### config.mk
export PLATFORM = sky130hd
export DESIGN_NAME = sort_frame_sequencer
export DESIGN_NICKNAME = d
export VERILOG_FILES = /design/src/rtl/sort_frame_sequencer.sv
export SDC_FILE = /design/constraint.sdc
export NUM_CORES = 1
export LEC_CHECK = 0
export CAP_MARGIN = 5
export CORE_MARGIN = 2
export CORE_UTILIZATION = 45
export CTS_CLUSTER_DIAMETER = 40
export DETAILED_ROUTE_END_ITERATION = 10
export GPL_TIMING_DRIVEN = 0
export HOLD_SLACK_MARGIN = 0.05
export PLACE_DENSITY = 0.76
export RECOVER_POWER = 100
export SYNTH_ARGS = -nofsm -noshare
export SYNTH_HDL_FRONTEND = slang
export SYNTH_SLANG_ARGS = --single-unit
### constraint.sdc
create_clock -name clk -period 5.1 [get_ports clk]
set_clock_uncertainty 0.2 [all_clocks]
set_input_delay 1.02 -clock clk [delete_from_list [all_inputs] [get_ports clk]]
set_output_delay 1.02 -clock clk [all_outputs]
set_load 0.01 [all_outputs]
### src/rtl/sort_frame_sequencer.sv
// Frame sequencer for the external 8-lane registered bitonic sorter: gathers up to 8 bytes, pads,
// waits SORT_LAT edges, captures the sorted lanes and streams them out. Optional macro: SORT_FRAME_DESC_EN.
module sort_frame_sequencer #(
  parameter int              DW       = 8,
  parameter int              LANES    = 8,
  parameter int              SORT_LAT = 1,
  parameter logic [DW-1:0]   PAD      = 8'hFF
) (
  input  logic                  clk,
  input  logic                  rst,
  input  logic                  in_valid,
  output logic                  in_ready,
  input  logic [DW-1:0]         in_data,
  input  logic                  in_last,
  output logic [LANES*DW-1:0]   sort_data_o,
  input  logic [LANES*DW-1:0]   sort_data_i,
  output logic                  out_valid,
  input  logic                  out_ready,
  output logic [DW-1:0]         out_data,
  output logic                  out_last,
  output logic                  busy
);

  localparam int CW = $clog2(LANES);
  localparam int WW = 4;

`ifdef SORT_FRAME_DESC_EN
  localparam bit            DESC = 1'b1;
  localparam logic [DW-1:0] FILL = '0;
`else
  localparam bit            DESC = 1'b0;
  localparam logic [DW-1:0] FILL = PAD;
`endif

  typedef enum logic [1:0] {
    S_LOAD,
    S_WAIT,
    S_UNLOAD
  } state_t;

  state_t          state;
  state_t          state_nxt;
  logic [CW-1:0]   cnt;
  logic [CW:0]     n;
  logic [CW-1:0]   idx;
  logic [CW-1:0]   sel;
  logic [WW-1:0]   wcnt;
  logic [DW-1:0]   buffer [LANES];
  logic [DW-1:0]   result [LANES];

  logic            in_hs;
  logic            close;
  logic            wait_done;
  logic            out_hs;
  logic            last_beat;

  assign in_hs     = (state == S_LOAD) && in_valid;
  assign close     = in_hs && (in_last || (cnt == CW'(LANES - 1)));
  assign wait_done = (state == S_WAIT) && (wcnt == WW'(SORT_LAT));
  assign out_hs    = (state == S_UNLOAD) && out_ready;
  assign last_beat = (state == S_UNLOAD) && ({1'b0, idx} == (n - (CW+1)'(1)));
  assign busy      = (state != S_LOAD) || (cnt != '0);

  // Descending mode walks the result from the top lane down; last beat is still beat n-1.
  assign sel = DESC ? (CW'(LANES - 1) - idx) : idx;

  genvar g;
  generate
    for (g = 0; g < LANES; g++) begin : g_lanes
      assign sort_data_o[DW*g +: DW] = buffer[g];
    end
  endgenerate

  // NOTE: sequential state uses <= so every register samples pre-edge values; = here would race.
  always_ff @(posedge clk or posedge rst) begin
    if (rst) begin
      state <= S_LOAD;
    end else begin
      state <= state_nxt;
    end
  end

  always_comb begin
    // NOTE: defaults first so every path assigns every output; a missed branch would infer a latch.
    state_nxt = state;
    in_ready  = 1'b0;
    out_valid = 1'b0;
    out_last  = 1'b0;
    out_data  = '0;
    case (state)
      S_LOAD: begin
        in_ready = 1'b1;
        if (close) begin
          state_nxt = S_WAIT;
        end
      end
      S_WAIT: begin
        if (wait_done) begin
          state_nxt = S_UNLOAD;
        end
      end
      S_UNLOAD: begin
        out_valid = 1'b1;
        out_data  = result[sel];
        out_last  = last_beat;
        if (out_ready && last_beat) begin
          state_nxt = S_LOAD;
        end
      end
      default: begin
        state_nxt = S_LOAD;
      end
    endcase
  end

  // Element counter and frame length; cnt restarts at close so the next frame loads from lane 0.
  always_ff @(posedge clk or posedge rst) begin
    if (rst) begin
      cnt <= '0;
      n   <= '0;
    end else if (in_hs) begin
      if (close) begin
        n   <= {1'b0, cnt} + (CW+1)'(1);
        cnt <= '0;
      end else begin
        cnt <= cnt + CW'(1);
      end
    end
  end

  // NOTE: the buffer drives sort_data_o directly, which must read zero after reset, so this memory is reset.
  always_ff @(posedge clk or posedge rst) begin
    if (rst) begin
      for (int i = 0; i < LANES; i++) begin
        buffer[i] <= '0;
      end
    end else if (in_hs) begin
      for (int i = 0; i < LANES; i++) begin
        if (CW'(i) == cnt) begin
          buffer[i] <= in_data;
        end else if (close && (CW'(i) > cnt)) begin
          buffer[i] <= FILL;
        end
      end
    end
  end

  always_ff @(posedge clk or posedge rst) begin
    if (rst) begin
      wcnt <= '0;
    end else if (close) begin
      wcnt <= '0;
    end else if (state == S_WAIT) begin
      wcnt <= wcnt + WW'(1);
    end
  end

  always_ff @(posedge clk or posedge rst) begin
    if (rst) begin
      for (int i = 0; i < LANES; i++) begin
        result[i] <= '0;
      end
    end else if (wait_done) begin
      for (int i = 0; i < LANES; i++) begin
        result[i] <= sort_data_i[DW*i +: DW];
      end
    end
  end

  always_ff @(posedge clk or posedge rst) begin
    if (rst) begin
      idx <= '0;
    end else if (out_hs) begin
      if (last_beat) begin
        idx <= '0;
      end else begin
        idx <= idx + CW'(1);
      end
    end
  end

endmodule

==> impl_metrics.tcl, run 1 <==
set metrics [dict create \
    clk_latency_ns 0.42 \
    r2r_cells 6 \
    synth-seq-cells 144 \
    cp.arrival_ns 3.13 \
    clk_pin_slew_ns 0.06 \
    cp_max_fo 10 \
    h-tree-depth 4 \
    viasPerCell 5.36 \
    status "finished, violations left" \
    yosys.cell_types.count 48 \
    synth_xor_area_share_pct 0.822 \
    yosysTopAreaCell "dfrtp_1" \
    grt_pass1_vias 4788 \
    dr_wl_met3_mm 1.35 \
    critPathKind "reg2out" \
    crit_chain "clkbuf_1, clkbuf_1, mux4_2, mux2i_1, nor2_1, dlygate4sd3_1" \
    critPathMostFrequentCell "clkbuf_1" \
    antenna_found_initial 0 \
    critPathLaunchType "flip-flop" \
    setup_viol 0 \
    drive_gt1_share_pct 18.5 \
    rsz0062_at_grt "false" \
    ys.warnings.count 0 \
    cts_setup_buffers 0 \
    hp-class "reg2reg" \
    switching_share_pct 30.2 \
    areaGrowthSynthToFinish_pct 35.0 \
    ys_seq_area_share_pct 56.4 \
    cts-root-buf "clkbuf_16" \
    dpl_cell_area_um2 8090 \
    grt_pass1_wl_mm 24.7 \
    cts_resized 0 \
    io_pins 153 \
    diodes 0 \
    synth_edf_count 0 \
    cts-hold-fix-buffers 0 \
    crit-reg2reg-launch "state[1]$_DFFE_PP0P_" \
    synth.area.top_cells "dfrtp_1, mux2_2, mux4_2" \
    rows 43 \
    cp_num_buf_inv 3 \
    synth-simple-area-share_pct 10.2 \
    worstPathRequired_ns 3.88 \
    routed.top_layer "met4" \
    p_clk_share_pct 27.0 \
    die-area_um2 15200 \
    tightest_slew_ns 2.99 \
    grt_max_degree 78 \
    ir_drop_mv 0.254 \
    synth_nets 601 \
    dr.pass1.iters 5 \
    async_reset_ff_share_pct 100 \
    portBuffers 144 \
    final_cell_mix "dfrtp_1, nor2_1, dlygate4sd3_1" \
    slowest_delay_ns 0.63 \
    syn-instance-count 516 \
    synth_flop_cell "dfrtp_1" \
    gp_congestion 0.893 \
    synthesis.area_um2 6390 \
    die_y_um 123 \
    finalMaxSlewViolations 68 \
    power_frac_comb_pct 35.3 \
    multiInputGateArea_um2 2520 \
    clockBufferDepth 2 \
    core_um2 13900 \
    power.leakage_nw 3.35 \
    maxSlewHeadroom_pct -101 \
    hold_path_depth 1 \
    intPower_mw 3.45 \
    met2RoutedLength_mm 7.69 \
    start_util_pct 46.0 \
    fin_tns_setup_ns 0 \
    postRouteWirelength_mm 15.3 \
    synth.area.mux_share_pct 18.7 \
    violations "max-capacitance violations, max-slew violations" \
    synth_top_family_by_area "multiplexers" \
    cp.depth 6 \
    r2r_end "sort_data_o[11]$_DFFE_PP0P_" \
    syn-mean-instance-area_um2 12.4 \
    tritoncts "done" \
    power-per-cell-area_nw_per_um2 572 \
    seqCellArea_um2 3600 \
    fin_nets 765 \
    final_area_um2 8630 \
    overflow 0 \
    num_vias 4671 \
    period_needed_ns 4.35 \
    die-width_um 123 \
    critical_path.slowest_cell "dlygate4sd3_1" \
    dp_hpwl_mm 11.2 \
    drtAntennaViolNets 0 \
    seq_power_share_pct 37.7 \
    hold_viol 0 \
    finalCritPeriodShare_pct 85.4 \
    synth.top_cell.area_share_pct 56.4 \
    drcViolationCount 0 \
    fill_cells 1117 \
    routedWlPerCell_um 17.6 \
    end_kind "primary output" \
    p_sw_mw 1.49 \
    synth-compound-area-share_pct 9.22 \
    cap_violations 1 \
    min_to "sort_data_o[14]$_DFFE_PP0P_" \
    cts_inserted_buffers 17 \
    grt_usage_pct 21.7 \
    final_common_cell "dfrtp_1" \
    clock-sinks 144 \
    drtIter0Drc 221 \
    synthAdderAreaFrac_pct 1.57 \
    drt-met1-wl_mm 6.07 \
    ff2ff_setup_slack_ns 2.18 \
    cp_top_family "buffers and inverters" \
    min_from "sort_data_o[14]$_DFFE_PP0P_" \
    fmax_mhz 230 \
]
## metal layers
layer,GRT usage [%],vias to the layer above
met5,0,-
met4,7.32,0
met3,7.15,20
met2,36.9,198
met1,26.0,2296
li1,-,2157
## worst max-delay path by stage
stage                     slack (ns)          startpoint                     end
after floorplan                 0.01                 rst      cnt[0]$_DFFE_PP0P_
after CTS                       0.81  idx[1]$_DFFE_PP0P_             out_data[5]
final                           0.75  idx[1]$_DFFE_PP0P_             out_data[5]
after global routing            0.59  idx[1]$_DFFE_PP0P_             out_data[5]
after detailed placement        1.27  idx[1]$_DFFE_PP0P_             out_data[5]
after global placement         -1.69                 rst  result[16]$_DFFE_PP0P_
## cells by family (layout without fill, tap and decap cells)
logic type	after synthesis	after routing
XOR/XNOR	6	6
multiplexers	91	91
buffers and inverters	42	218
AND/OR/NAND/NOR	141	141
AO/OA/AOI/OAI	84	84
adder cells (fa/ha/maj)	8	8
flip-flops	144	144
## state kept, by name, summed over array words and instances, names as in the netlist
name         flops
state            2
sort_data_o     64
cnt              3
wcnt             4
idx              3
result          64
n                4
## per-stage QoR
stage	util [%]	hold slack (ns)	total power [mW]	worst slack [ns]	std cells
final	62.2	0.281	4.94	0.747	872
after global routing	62.2	0.294	5.24	0.590	872
after CTS	62.9	0.291	5.10	0.814	872
after detailed placement	58.3	0.278	3.76	1.27	841
after global placement	58.0	0.270	3.65	-1.69	840
after floorplan	-	0.266	3.01	0.0137	516
## layout make-up
| type | count | share of cell area, % |
|---|---|---|
| flip-flops and latches | 144 | 41.8 |
| plain buffers | 33 | 1.68 |
| repair buffers | 145 | 17.0 |
| well taps | 180 | 2.61 |
| multi-input cells | 330 | 29.2 |
| clock inverters | 10 | 2.15 |
| inverters | 9 | 0.406 |
| clock buffers | 21 | 5.22 |
## cells in the mapped netlist, types with 2 or more instances
library cell,n
nand2_1,23
buf_6,2
mux2i_1,9
or2_2,2
clkbuf_2,8
a211oi_4,3
dfrtp_1,144
a21oi_1,35
xor2_1,5
buf_2,11
inv_1,9
o22a_1,24
nand3b_1,4
o21ai_0,14
nand3_1,5
nor3b_1,2
ha_1,8
clkbuf_1,11
mux4_2,16
nor2_1,88
mux2_2,66
## power by group through the flow
stage / clock network (mW) / logic (mW) / registers [mW]
3_3_place_gp: 0 / 1.80 / 1.85
2_1_floorplan: 0 / 1.14 / 1.87
5_1_grt: 1.41 / 1.92 / 1.92
6_report: 1.33 / 1.74 / 1.86
3_5_place_dp: 0 / 1.87 / 1.88
4_1_cts: 1.36 / 1.88 / 1.86
Note: power is estimated with default switching activity, not from simulation.
==> run 2: changes to the inputs <==
--- a/config.mk
+++ b/config.mk
@@ -7,12 +7,13 @@
 export LEC_CHECK = 0
 export CAP_MARGIN = 5
 export CORE_MARGIN = 2
-export CORE_UTILIZATION = 45
-export CTS_CLUSTER_DIAMETER = 40
+export CORE_UTILIZATION = 55
+export CTS_CLUSTER_DIAMETER = 150
 export DETAILED_ROUTE_END_ITERATION = 10
+export DONT_BUFFER_PORTS = 1
 export GPL_TIMING_DRIVEN = 0
 export HOLD_SLACK_MARGIN = 0.05
-export PLACE_DENSITY = 0.76
+export PLACE_DENSITY = 0.84
 export RECOVER_POWER = 100
 export SYNTH_ARGS = -nofsm -noshare
 export SYNTH_HDL_FRONTEND = slang
==> run 2 against run 1 <==
Compared with the run above:
- clock power down 3%
- maximum frequency is 16% higher
- largest power group unchanged
- cell count shrank 21%
- critical endpoint unchanged
- sequential cell count stayed put
- utilization rose by 0.65 points
- via count decreased by 11%
- clock-buffer cell count did not move
- worst hold slack better by 0.020 ns
- power fell by 6.4%
- the run still ends with max-capacitance violations, max-slew violations left
==> impl_metrics.tcl, run 2 (synthesized netlist as in run 1, its figures left out) <==
set metrics [dict create \
    status "finished, violations left" \
    violations "max-capacitance violations, max-slew violations" \
    cts_resized 0 \
    critical_path.slowest_cell "clkbuf_1" \
    cts_setup_buffers 0 \
    routedWlPerCell_um 21.6 \
    core_um2 11400 \
    clock-sinks 144 \
    dpl.cell_count 660 \
    overflow 0 \
    rows 39 \
    power-per-cell-area_nw_per_um2 647 \
    cts-root-buf "clkbuf_16" \
    dp_hpwl_mm 10.3 \
    ir_drop_mv 0.389 \
    viasPerCell 6.00 \
    setup_viol 0 \
    worstPathRequired_ns 3.88 \
    critPathMostFrequentCell "clkbuf_1" \
    slowest_delay_ns 0.56 \
    tritoncts "done" \
    grt_max_degree 83 \
    cp.arrival_ns 2.54 \
    die-width_um 112 \
    fill_cells 860 \
    tightest_slew_ns 2.80 \
    grt_usage_pct 25.4 \
    drtIter0Drc 298 \
    crit_chain "clkbuf_1, clkbuf_1, mux4_2, mux2i_1, nor2_1" \
    finalCritPeriodShare_pct 73.7 \
    critPathLaunchType "flip-flop" \
    rsz0062_at_grt "false" \
    period_needed_ns 3.76 \
    finalNonFillerCells 692 \
    drtAntennaViolNets 0 \
    portBuffers 0 \
    end_kind "primary output" \
    grt_pass1_vias 4625 \
    diodes 0 \
    final_cell_mix "dfrtp_1, nor2_1, mux2_2" \
    gp_congestion 0.858 \
    die-area_um2 12500 \
    post-route-util_pct 62.8 \
    postRouteWirelength_mm 15.0 \
    critPathKind "reg2out" \
    clk_latency_ns 0.42 \
    fin_nets 621 \
    drive_gt1_share_pct 23.9 \
    cp_max_fo 10 \
    fmax_mhz 266 \
    start_util_pct 56.2 \
    clk_pin_slew_ns 0.06 \
    h-tree-depth 4 \
    die_y_um 112 \
    final_common_cell "dfrtp_1" \
    power.leakage_nw 2.86 \
    cap_violations 1 \
    cts-hold-fix-buffers 0 \
    maxSlewHeadroom_pct -88.0 \
    areaGrowthSynthToFinish_pct 11.8 \
    cts_inserted_buffers 17 \
    drcViolationCount 0 \
    antenna_found_initial 0 \
    io_pins 153 \
    hp-class "reg2reg" \
    dr.pass1.iters 4 \
    hold_viol 0 \
    clockBufferDepth 2 \
    finalMaxSlewViolations 63 \
    num_vias 4150 \
    grt_pass1_wl_mm 24.3 \
]
run 2: worst max-delay path, delay by kind of cell (launching register included):
family	cells	cell delay (ns)
buf+inv	2	1.06
mux	2	0.45
flops	1	0.35
simple gates	1	0.26
run 2: worst paths after layout:
kind | from | to | slack, ns | depth (start not counted)
worst max-delay path | idx[1]$_DFFE_PP0P_ | out_data[5] | 1.34 | 5
min in group asynchronous | rst | result[38]$_DFFE_PP0P_ | 1.07 | 1
worst min register to register | result[61]$_DFFE_PP0P_ | result[61]$_DFFE_PP0P_ | 0.30 | 1
worst max register to register | state[1]$_DFFE_PP0P_ | sort_data_o[11]$_DFFE_PP0P_ | 2.07 | 6
max in group asynchronous | rst | idx[2]$_DFFE_PP0P_ | 2.37 | 1
worst min-delay path | result[61]$_DFFE_PP0P_ | result[61]$_DFFE_PP0P_ | 0.30 | 1
run 2: final cells by class:
class | instances | area (µm²) | area share [%]
inverters | 9 | 35.0 | 0.491
well taps | 143 | 179 | 2.51
repair buffers | 1 | 27.5 | 0.385
clock inverters | 11 | 154 | 2.15
flip-flops and latches | 144 | 3600 | 50.5
clock buffers | 21 | 470 | 6.59
multi-input cells | 330 | 2530 | 35.5
plain buffers | 33 | 138 | 1.93
run 2: stage by stage:
step                      total power [mW]  hold slack [ns]  setup TNS (ns)  setup slack (ns)  instance area (µm²)
after floorplan                       3.01            0.266               0            0.0137                 6390
after global placement                3.25            0.282         -162.91             -1.14                 6570
after detailed placement              3.37            0.288               0              1.78                 6600
after CTS                             4.69            0.303               0              1.32                 7230
after global routing                  4.87            0.324               0              1.19                 7140
final                                 4.62            0.301               0              1.34                 7140
run 2: power by group:
group / switching, mW / total (mW) / internal, mW
logic: 0.651 / 1.35 / 0.703
registers: 0.371 / 1.98 / 1.61
clock network: 0.480 / 1.29 / 0.812
total: 1.50 / 4.62 / 3.12
run 2: layer usage:
layer,wire (µm),up-vias,track usage (%)
li1,-,1863,-
met2,7350,187,42.6
met4,452,0,11.4
met5,0,-,0
met1,5600,2064,27.9
met3,1560,36,11.4
==> run 3: changes to the inputs <==
--- a/config.mk
+++ b/config.mk
@@ -13,7 +13,7 @@
 export DONT_BUFFER_PORTS = 1
 export GPL_TIMING_DRIVEN = 0
 export HOLD_SLACK_MARGIN = 0.05
-export PLACE_DENSITY = 0.84
+export PLACE_DENSITY = 0.81
 export RECOVER_POWER = 100
 export SYNTH_ARGS = -nofsm -noshare
 export SYNTH_HDL_FRONTEND = slang
==> constraint.sdc (replaced) <==
create_clock -name clk -period 3.61 [get_ports clk]
set_clock_uncertainty 0.2 [all_clocks]
set_input_delay 0.722 -clock clk [delete_from_list [all_inputs] [get_ports clk]]
set_output_delay 0.722 -clock clk [all_outputs]
set_load 0.01 [all_outputs]
==> run 3 against run 2 <==
Compared with the run above:
- the flow now finishes without violations
- cell count increased by 0.29%
- sequential power up 40%
- final area barely moved
- utilization is essentially flat
- register-to-register slack got worse by 1.5 ns
- critical path depth did not move
- non-clock buffer count is 3 higher
- global-route usage fell by 1.3 points
- routed wire length shrank 4.0%
- critical endpoint is now out_data[6]
==> impl_metrics.tcl, run 3 (synthesized netlist as in run 1, its figures left out) <==
set metrics [dict create \
    portBuffers 0 \
    slowest_delay_ns 0.54 \
    ff2ff_setup_slack_ns 0.57 \
    worstPathRequired_ns 2.69 \
    drcViolationCount 0 \
    setup_viol 0 \
    dpl_cell_area_um2 6630 \
    antenna_found_initial 0 \
    dr.pass1.iters 4 \
    drtIter0Drc 401 \
    cp.arrival_ns 2.48 \
    fmax_mhz 294 \
    grt_usage_pct 24.1 \
    ir_drop_mv 0.607 \
    clk_latency_ns 0.42 \
    die-width_um 112 \
    fin_nets 624 \
    areaGrowthSynthToFinish_pct 11.7 \
    hold_viol 0 \
    critical_path.slowest_cell "clkbuf_1" \
    critPathLaunchType "flip-flop" \
    io_pins 153 \
    drive_gt1_share_pct 23.6 \
    final_common_cell "dfrtp_1" \
    critPathKind "reg2out" \
    clockBufferDepth 2 \
    critPathMostFrequentCell "clkbuf_1" \
    period_needed_ns 3.40 \
    dpl.cell_count 662 \
    dp_hpwl_mm 10.3 \
    cts_setup_buffers 0 \
    cp_top_family "buffers and inverters" \
    finalMaxSlewViolations 0 \
    cp_max_fo 10 \
    crit_chain "clkbuf_1, clkbuf_1, mux4_2, mux2i_1, nor2_1" \
    post-route-util_pct 62.8 \
    grt_max_degree 47 \
    cts_inserted_buffers 17 \
    diodes 0 \
    status "complete, no violations" \
    final_cell_mix "dfrtp_1, nor2_1, mux2_2" \
    routedWlPerCell_um 20.7 \
    grt_pass1_wl_mm 23.3 \
    cts-root-buf "clkbuf_16" \
    total_power_mw 6.49 \
    finalCritPeriodShare_pct 94.2 \
    hp-class "in2reg" \
    tightest_slew_ns 1.09 \
    end_kind "primary output" \
    grt_pass1_vias 4410 \
    drtAntennaViolNets 0 \
    h-tree-depth 4 \
    die-area_um2 12500 \
    clk_pin_slew_ns 0.06 \
    overflow 0 \
    power-per-cell-area_nw_per_um2 910 \
    rsz0062_at_grt "false" \
    rows 39 \
    clock-sinks 144 \
    fin_tns_setup_ns 0 \
    start_util_pct 56.2 \
    core_um2 11400 \
    power.leakage_nw 2.87 \
    die_y_um 112 \
    cap_violations 0 \
    num_vias 4172 \
    postRouteWirelength_mm 14.4 \
    tritoncts "done" \
    final_area_um2 7140 \
    cp_num_buf_inv 2 \
    finalNonFillerCells 694 \
    maxSlewHeadroom_pct 27.4 \
    viasPerCell 6.01 \
    gp_congestion 0.854 \
]
==> run 3: through the flow <==
stage,hold slack [ns],setup WS (ns)
final,0.184,0.210
after global routing,0.176,0.0615
after CTS,0.169,0.150
after detailed placement,0.289,0.640
after global placement,0.282,0.267
after floorplan,0.266,0.883
==> run 3: repair_timing <==
item                                   in CTS  in global routing
endpoints found under the hold margin      16                  0
hold buffers                                1                  0
resized for setup                           0                  0
==> run 3: worst reg2reg max path: stages, from the launching register on <==
cell and delay (ns):
dfrtp_1 0.37, clkbuf_1 0.23, or3b_1 0.49, clkbuf_1 0.25, or2_0 0.36, a21boi_0 0.80
o22a_1 0.28
==> run 3: layout make-up <==
type,count,area [µm²]
timing repair buffer,4,25.0
clock buffer,22,464
fill,852,4230
buffer,33,139
tap,143,179
inverter,9,35.0
multi-input combinational,330,2530
clock inverter,9,156
sequential,144,3600
==> run 3: worst paths after layout <==
check / end / start / cells after the start
setup / recovery: out_data[6] / idx[1]$_DFFE_PP0P_ / 5
hold / removal: idx[1]$_DFFE_PP0P_ / out_ready / 1
setup reg to reg: sort_data_o[14]$_DFFE_PP0P_ / state[1]$_DFFE_PP0P_ / 6
hold reg to reg: result[39]$_DFFE_PP0P_ / result[39]$_DFFE_PP0P_ / 1
max in group asynchronous: sort_data_o[37]$_DFFE_PP0P_ / rst / 3
min in group asynchronous: result[31]$_DFFE_PP0P_ / rst / 2
==> run 3: power breakdown <==
part           switching (mW)  internal [mW]  leakage (nW)
registers               0.501           2.27          1.56
logic                   0.903          0.991          1.01
clock network           0.640           1.19         0.305
total                    2.04           4.45          2.87
==> run 3: layer usage <==
layer / global-route usage (%) / vias to the layer above / share of wire [%]
met4: 9.14 / 0 / 2.1
met5: 0 / - / 0
met3: 10.1 / 26 / 10
met2: 39.4 / 170 / 50
met1: 28.8 / 2116 / 38
li1: - / 1860 / -
